$ cat config.mk
export PLATFORM = sky130hd
export DESIGN_NAME = wide_lane_pipe
export DESIGN_NICKNAME = d
export VERILOG_FILES = /design/src/rtl/wide_lane_pipe.sv
export SDC_FILE = /design/constraint.sdc
export NUM_CORES = 1
export LEC_CHECK = 0
export BUFFER_PORTS_ARGS = -buffer_cell sky130_fd_sc_hd__buf_2
export CORE_UTILIZATION = 49
export CTS_BUF_LIST = sky130_fd_sc_hd__clkbuf_8
export CTS_CLUSTER_SIZE = 24
export DETAILED_ROUTE_END_ITERATION = 8
export PLACE_DENSITY_LB_ADDON = 0.1
export SYNTH_ARGS = -nofsm -noshare
export SYNTH_HDL_FRONTEND = slang
export SYNTH_SLANG_ARGS = --single-unit
$ cat constraint.sdc
create_clock -name clk -period 1.4 [get_ports clk]
set_clock_uncertainty 0.15 [all_clocks]
set_input_delay 0.14 -clock clk [delete_from_list [all_inputs] [get_ports clk]]
set_output_delay 0.14 -clock clk [all_outputs]
set_load 0.05 [all_outputs]
$ cat src/rtl/wide_lane_pipe.sv
// wide_lane_pipe: two-stage valid/ready pipeline computing a per-nibble
// bitwise function of operands A and B. Bits above the nibble field pass
// B straight through.
//
// Ports
//   clk, rst_n          clock, async active-low reset
//   in_valid/in_ready   upstream handshake
//   in_mode             0: A = in_a, 1: A = CONST_A (travels with its txn)
//   in_a, in_b          W-bit operands
//   out_valid/out_ready downstream handshake
//   out_c               W-bit result, held while stalled
//   txn_count           completed output handshakes, wraps at 16 bits
module wide_lane_pipe #(
  parameter int NIB    = 9,
  parameter int PASS_W = 29,
  localparam int W     = 4 * NIB + PASS_W,
  parameter logic [W-1:0] CONST_A = W'(65'h1_00000002_00000002)
) (
  input  logic         clk,
  input  logic         rst_n,
  input  logic         in_valid,
  output logic         in_ready,
  input  logic         in_mode,
  input  logic [W-1:0] in_a,
  input  logic [W-1:0] in_b,
  output logic         out_valid,
  input  logic         out_ready,
  output logic [W-1:0] out_c,
  output logic [15:0]  txn_count
);

  logic                 s1_valid;
  logic                 s1_mode;
  logic [4*NIB-1:0]     s1_a;
  logic [W-1:0]         s1_b;
  logic                 s2_valid;
  logic [W-1:0]         s2_c;

  logic                 adv2;
  logic                 accept;
  logic                 move;
  logic [4*NIB-1:0]     a_eff;
  logic [4*NIB-1:0]     c_nib;
  logic [W-1:0]         c_nxt;

  // S2 can take new data when empty or draining; S1 likewise relative to S2,
  // so an empty stage never blocks the one upstream of it.
  assign adv2     = !s2_valid || out_ready;
  assign in_ready = !s1_valid || adv2;
  assign accept   = in_valid && in_ready;
  assign move     = s1_valid && adv2;

  assign out_valid = s2_valid;
  assign out_c     = s2_c;

  always_comb begin
    a_eff = s1_mode ? CONST_A[4*NIB-1:0] : s1_a;
    c_nib = '0;
    for (int n = 0; n < NIB; n++) begin
      c_nib[4*n]   = ~a_eff[4*n];
      c_nib[4*n+1] = ~s1_b[4*n];
      c_nib[4*n+2] = ~s1_b[4*n+1];
      c_nib[4*n+3] = ~((a_eff[4*n+1] | a_eff[4*n+2]) &
                       (s1_b[4*n+1]  | s1_b[4*n+2])  &
                       (a_eff[4*n+3] | s1_b[4*n+3]));
    end
  end

  generate
    if (PASS_W > 0) begin : g_pass
      // Upper A bits never reach the result.
      logic unused_a_hi;
      assign unused_a_hi = ^in_a[W-1:4*NIB];
      assign c_nxt = {s1_b[W-1:4*NIB], c_nib};
    end else begin : g_nopass
      assign c_nxt = c_nib;
    end
  endgenerate

  always_ff @(posedge clk or negedge rst_n) begin
    if (!rst_n) begin
      s1_valid  <= 1'b0;
      s1_mode   <= 1'b0;
      s1_a      <= '0;
      s1_b      <= '0;
      s2_valid  <= 1'b0;
      s2_c      <= '0;
      txn_count <= '0;
    end else begin
      if (in_ready) s1_valid <= in_valid;
      if (accept) begin
        s1_mode <= in_mode;
        s1_a    <= in_a[4*NIB-1:0];
        s1_b    <= in_b;
      end
      if (adv2) s2_valid <= s1_valid;
      // Only load on a real transfer so out_c stays put while stalled.
      if (move) s2_c <= c_nxt;
      if (s2_valid && out_ready) txn_count <= txn_count + 16'd1;
    end
  end

endmodule

# == Yosys cells after proc, flatten, opt, wreduce, memory -nomap -nowiden ==
# Index checks and enable logic that the tools add are counted.
# op_classes
addsub,1
muxes,1
bitwise_logic,81
reduce_logical,7
# ops
op,n
$mux W36,1
$not A1 Y1,36
$or A1 B1 Y1,27
$and A1 B1 Y1,18
$add A16 B1 Y16 const B,1
$logic_and A1 B1 Y1,3
$logic_not A1 Y1,2
$logic_or A1 B1 Y1,2
# word_totals
register_bits,185
inputBits,135
out_inout_bits,83
word_cells,97

# == Depth between registers and ports, before layout ==
# depth
ltp_word,5
ltp_mapped,6
mapped_depth_nobuf,4

# == Worst setup path after synthesis ==
# Ideal clock, no wire load.
# synth_path
kind,reg2reg
startpoint,reg s2_valid (netlist: out_valid)
endpoint,reg s1_a[0]
setup_time_ps,125
t_arrival_ps,1796
t_required_ps,1125
setup_slack_ps,-671
path_stages_with_launch,6
n_path_buf,2
synth_period_minus_slack_ps,2071
path_cell_list,dfrtp_1 nand3b_4 nand2_4 buf_12 buf_12 mux2_4
# synth_between
elab_chain_cells,4
# synth_lines
element,line,text
start: declaration,36,logic s2_valid;
start signal: assignment,96,if (adv2) s2_valid <= s1_valid;
$logic_not A1 Y1,48,assign adv2 = !s2_valid || out_ready;
$logic_or A1 B1 Y1,48,
$logic_or A1 B1 Y1,49,assign in_ready = !s1_valid || adv2;
named net in_ready,22,"output logic in_ready,"
$logic_and A1 B1 Y1,50,assign accept = in_valid && in_ready;
end signal: assignment,93,s1_a <= in_a[4*NIB-1:0];
end: declaration,34,logic [4*NIB-1:0] s1_a;
# The timed path passes the listed nets, and every way through them passes these cells.
# A chain may end at the register's enable or synchronous reset.

# == Worst setup path after layout ==
# layout_path
startpoint,reg s2_valid (netlist: out_valid)
endpoint,reg s2_c[64] (netlist: out_c[64])
# layout_between
elab_chain_cells,3
# layout_lines
element,line,text
$logic_not A1 Y1,48,
$logic_or A1 B1 Y1,48,
$logic_and A1 B1 Y1,51,assign move = s1_valid && adv2;
end signal: assignment,98,if (move) s2_c <= c_nxt;
end: declaration,37,logic [W-1:0] s2_c;
# No other way between the ends.

==> results.sh <==
export IMPL_clock_path_buffers=2
export IMPL_yosysSeqAreaShare_pct=61.2
export IMPL_violations="negative hold slack, negative setup slack"
export IMPL_cts_buffers=17
export IMPL_drtIter0Drc=147
export IMPL_synth_top_area_share_pct=61.2
export IMPL_synthTopCellsByCount="dfrtp_1, mux2_4, mux2_2"
export IMPL_fin_nets=973
export IMPL_max_freq_mhz=635
export IMPL_worstPathRequired_ps=1580
export IMPL_finalPower_mw=16.5
export IMPL_vias_per_cell=4.90
export IMPL_worst_slew_pin_slew_ps=363
export IMPL_grt_pass1_vias=5496
export IMPL_slowest_stage="dfrtp_2"
export IMPL_crit_type="reg2reg"
export IMPL_synth_distinct_cells=26
export IMPL_cts_sinks=185
export IMPL_relSlewSlack_pct=75.8
export IMPL_synth_edf_count=0
export IMPL_synth_ff_type="dfrtp_1"
export IMPL_synth_area_mm2=0.00757
export IMPL_antenna_found_initial=0
export IMPL_holdPathStages=3
export IMPL_insertion_delay_ps=440
export IMPL_cp_slowest_stage_delay_ps=450
export IMPL_area_growth_pct=45.9
export IMPL_ys_ff_latch=185
export IMPL_cts_tree="done"
export IMPL_pwr_share_clk_pct=23.0
export IMPL_rows=45
export IMPL_grt_max_degree=42
export IMPL_syn_area_per_cell_um2=15.3
export IMPL_ir_drop_v=0.000850
export IMPL_hp_class="in2reg"
export IMPL_finalCritPeriodShare_pct=112
export IMPL_gr_max_usage_layer="met2"
export IMPL_syn_instance_count=495
export IMPL_status="finished, violations left"
export IMPL_slew_violations=0
export IMPL_async_reset_ff_share_pct=100
export IMPL_p_sw_mw=5.79
export IMPL_post_route_min_period_ps=1570
export IMPL_start_kind="register"
export IMPL_drtPass1Iterations=4
export IMPL_io_pins=218
export IMPL_synth_most_common_cell="dfrtp_1"
export IMPL_cap_viol_max_count=0
export IMPL_post_route_util_pct=72.9
export IMPL_cts_clk_slew_worst_paths_ps=90
export IMPL_drc=0
export IMPL_critPathMaxFanout=11
export IMPL_portBuffers=188
export IMPL_final_layout_size_suffix_gt1_share_pct=50.4
export IMPL_p_leak_nw=5.44
export IMPL_yosysWarningCount=0
export IMPL_start_util_pct=50.0
export IMPL_worst_slack_ps=-175
export IMPL_end_kind="register"
export IMPL_root_buffer="clkbuf_8"
export IMPL_synth_area_leaders="dfrtp_1, mux2_4, mux2_2, buf_12, o21ai_0"
export IMPL_pwr_density_cell_mw_per_mm2=1490
export IMPL_core_area_mm2=0.0151
export IMPL_die_w_um=126
export IMPL_die_area_mm2=0.0159
export IMPL_vias=5086
export IMPL_antenna_left=0
export IMPL_hold_viol=2
export IMPL_wl_um=17100
export IMPL_p_sw_share_pct=35.1
export IMPL_met3_usage_pct=4.50
export IMPL_holdWs_ps=-78.5
export IMPL_worstRegToRegCells=4
export IMPL_dieHeight_um=126
export IMPL_rsz0062_at_grt="true"
export IMPL_grt_util_met2_pct=38.0
export IMPL_grt_pass1_wl_um=27800
export IMPL_wire_per_inst_um=16.5
export IMPL_antenna_cells=0
export IMPL_internal_power_mw=10.7
export IMPL_grt_ovfl_total=0
export IMPL_worstPathArrival_ps=1760
export IMPL_gp_congestion=0.748
export IMPL_use_met1_pct=28.9
export IMPL_htreeDepth=4
export IMPL_synth_fp_nets=631
export IMPL_ctsHoldBuffers=105
export IMPL_hpwl_um=10800
export IMPL_yosysTopAreaCell="dfrtp_1"
export IMPL_seqPwrFrac_pct=42.4
export IMPL_path_cells="nand2b_1, nand2_4, bufbuf_16, mux2_4"
export IMPL_grt_total_usage_pct=22.5
export IMPL_finalSetupViolations=180
export IMPL_comb_power_share_pct=34.5
power groups by stage:
| stage | Clock (mW) | Combinational [mW] | Sequential, mW |
|---|---|---|---|
| CTS | 3.91 | 5.58 | 6.97 |
| global placement | 0 | 4.88 | 7.00 |
| finish | 3.80 | 5.70 | 7.00 |
| global route | 4.12 | 5.98 | 7.12 |
| detailed placement | 0 | 4.96 | 7.05 |
| floorplan | 0 | 1.79 | 8.86 |
sequential cells by signal (all words and copies together) (netlist names):
signal     count
s1_valid       1
s1_a          36
s1_b          65
out_valid      1
txn_count     16
out_c         65
s1_mode        1
final timing paths:
check	slack, ps	to	start
min in group asynchronous	20	txn_count[14]$_DFFE_PN0P_	rst_n
worst max-delay path	-170	out_c[64]$_DFFE_PN0P_	out_valid$_DFFE_PN0P_
worst max register to register	-170	out_c[64]$_DFFE_PN0P_	out_valid$_DFFE_PN0P_
worst min register to register	300	out_c[9]$_DFFE_PN0P_	s1_b[8]$_DFFE_PN0P_
worst min-delay path	-80	out_valid$_DFFE_PN0P_	out_ready
max in group asynchronous	520	s1_a[29]$_DFFE_PN0P_	rst_n
worst max-delay path: cells and delay by family (launching register included):
family	cells	cell delay (ps)
multiplexers	1	290
flip-flops	1	450
AND/OR/NAND/NOR	2	270
buffers and inverters	1	310
cells in the final DEF (no fill, tap or decap), types with 3 or more instances in the layout:
cell,instances
buf_12,15
buf_2,122
buf_4,63
buf_6,16
buf_8,4
bufinv_16,3
clkbuf_4,20
clkbuf_8,20
clkinvlp_4,3
dfrtp_1,175
dfrtp_2,10
dlygate4sd3_1,104
inv_6,4
mux2_2,9
mux2_4,123
nand2_1,39
nand2b_1,3
nand3_1,4
nand3_2,3
nand4_1,4
nor2_1,9
nor2b_1,11
nor3_1,9
o21ai_1,36
o22ai_1,9
xnor2_1,13
area by class of cell:
| class | instances | area, um2 |
|---|---|---|
| Clock buffer | 19 | 262 |
| Clock inverter | 13 | 166 |
| Fill cell | 945 | 4100 |
| Multi-Input combinational cell | 286 | 2840 |
| Sequential cell | 185 | 4640 |
| Tap cell | 188 | 235 |
| Timing Repair Buffer | 347 | 2890 |
through the flow:
stage          setup TNS, ps  instances  setup slack [ps]  hold WS, ps  area (um2)
4_1_cts               -17610       1037              -191         7.37       10900
3_3_place_gp          -12370        889              -138        -58.6        9090
6_report              -15950       1038              -175        -78.5       11000
5_1_grt               -26770       1038              -246        -39.7       11000
2_1_floorplan         -49940        495              -409         -306        7720
3_5_place_dp          -16190        889              -179        -56.4        9090
kinds of logic after synthesis:
| group | synth area share, % |
|---|---|
| adders and majority gates | 0.165 |
| and+or+nand+nor | 6.12 |
| xor gates and xnor gates | 1.74 |
| DFF | 61.2 |
| buffers and inverters | 3.65 |
| AOI/OAI and AO/OA | 3.13 |
| muxes | 24.0 |
per-layer routing:
metal	vias up	part of all wire, %
met2	130	51
met4	0	1.3
li1	2414	-
met3	17	3.8
met5	-	0
met1	2525	44
what timing repair did:
item / 4_1_cts / 5_1_grt
gates cloned: 2 / 0
gates resized for setup: 68 / 54
buffers inserted: 9 / 2
hold endpoints to repair: 291 / 1
pin swaps: 8 / 2
endpoints found under the setup margin: 204 / 240
Note: power is estimated with default switching activity, not from simulation.
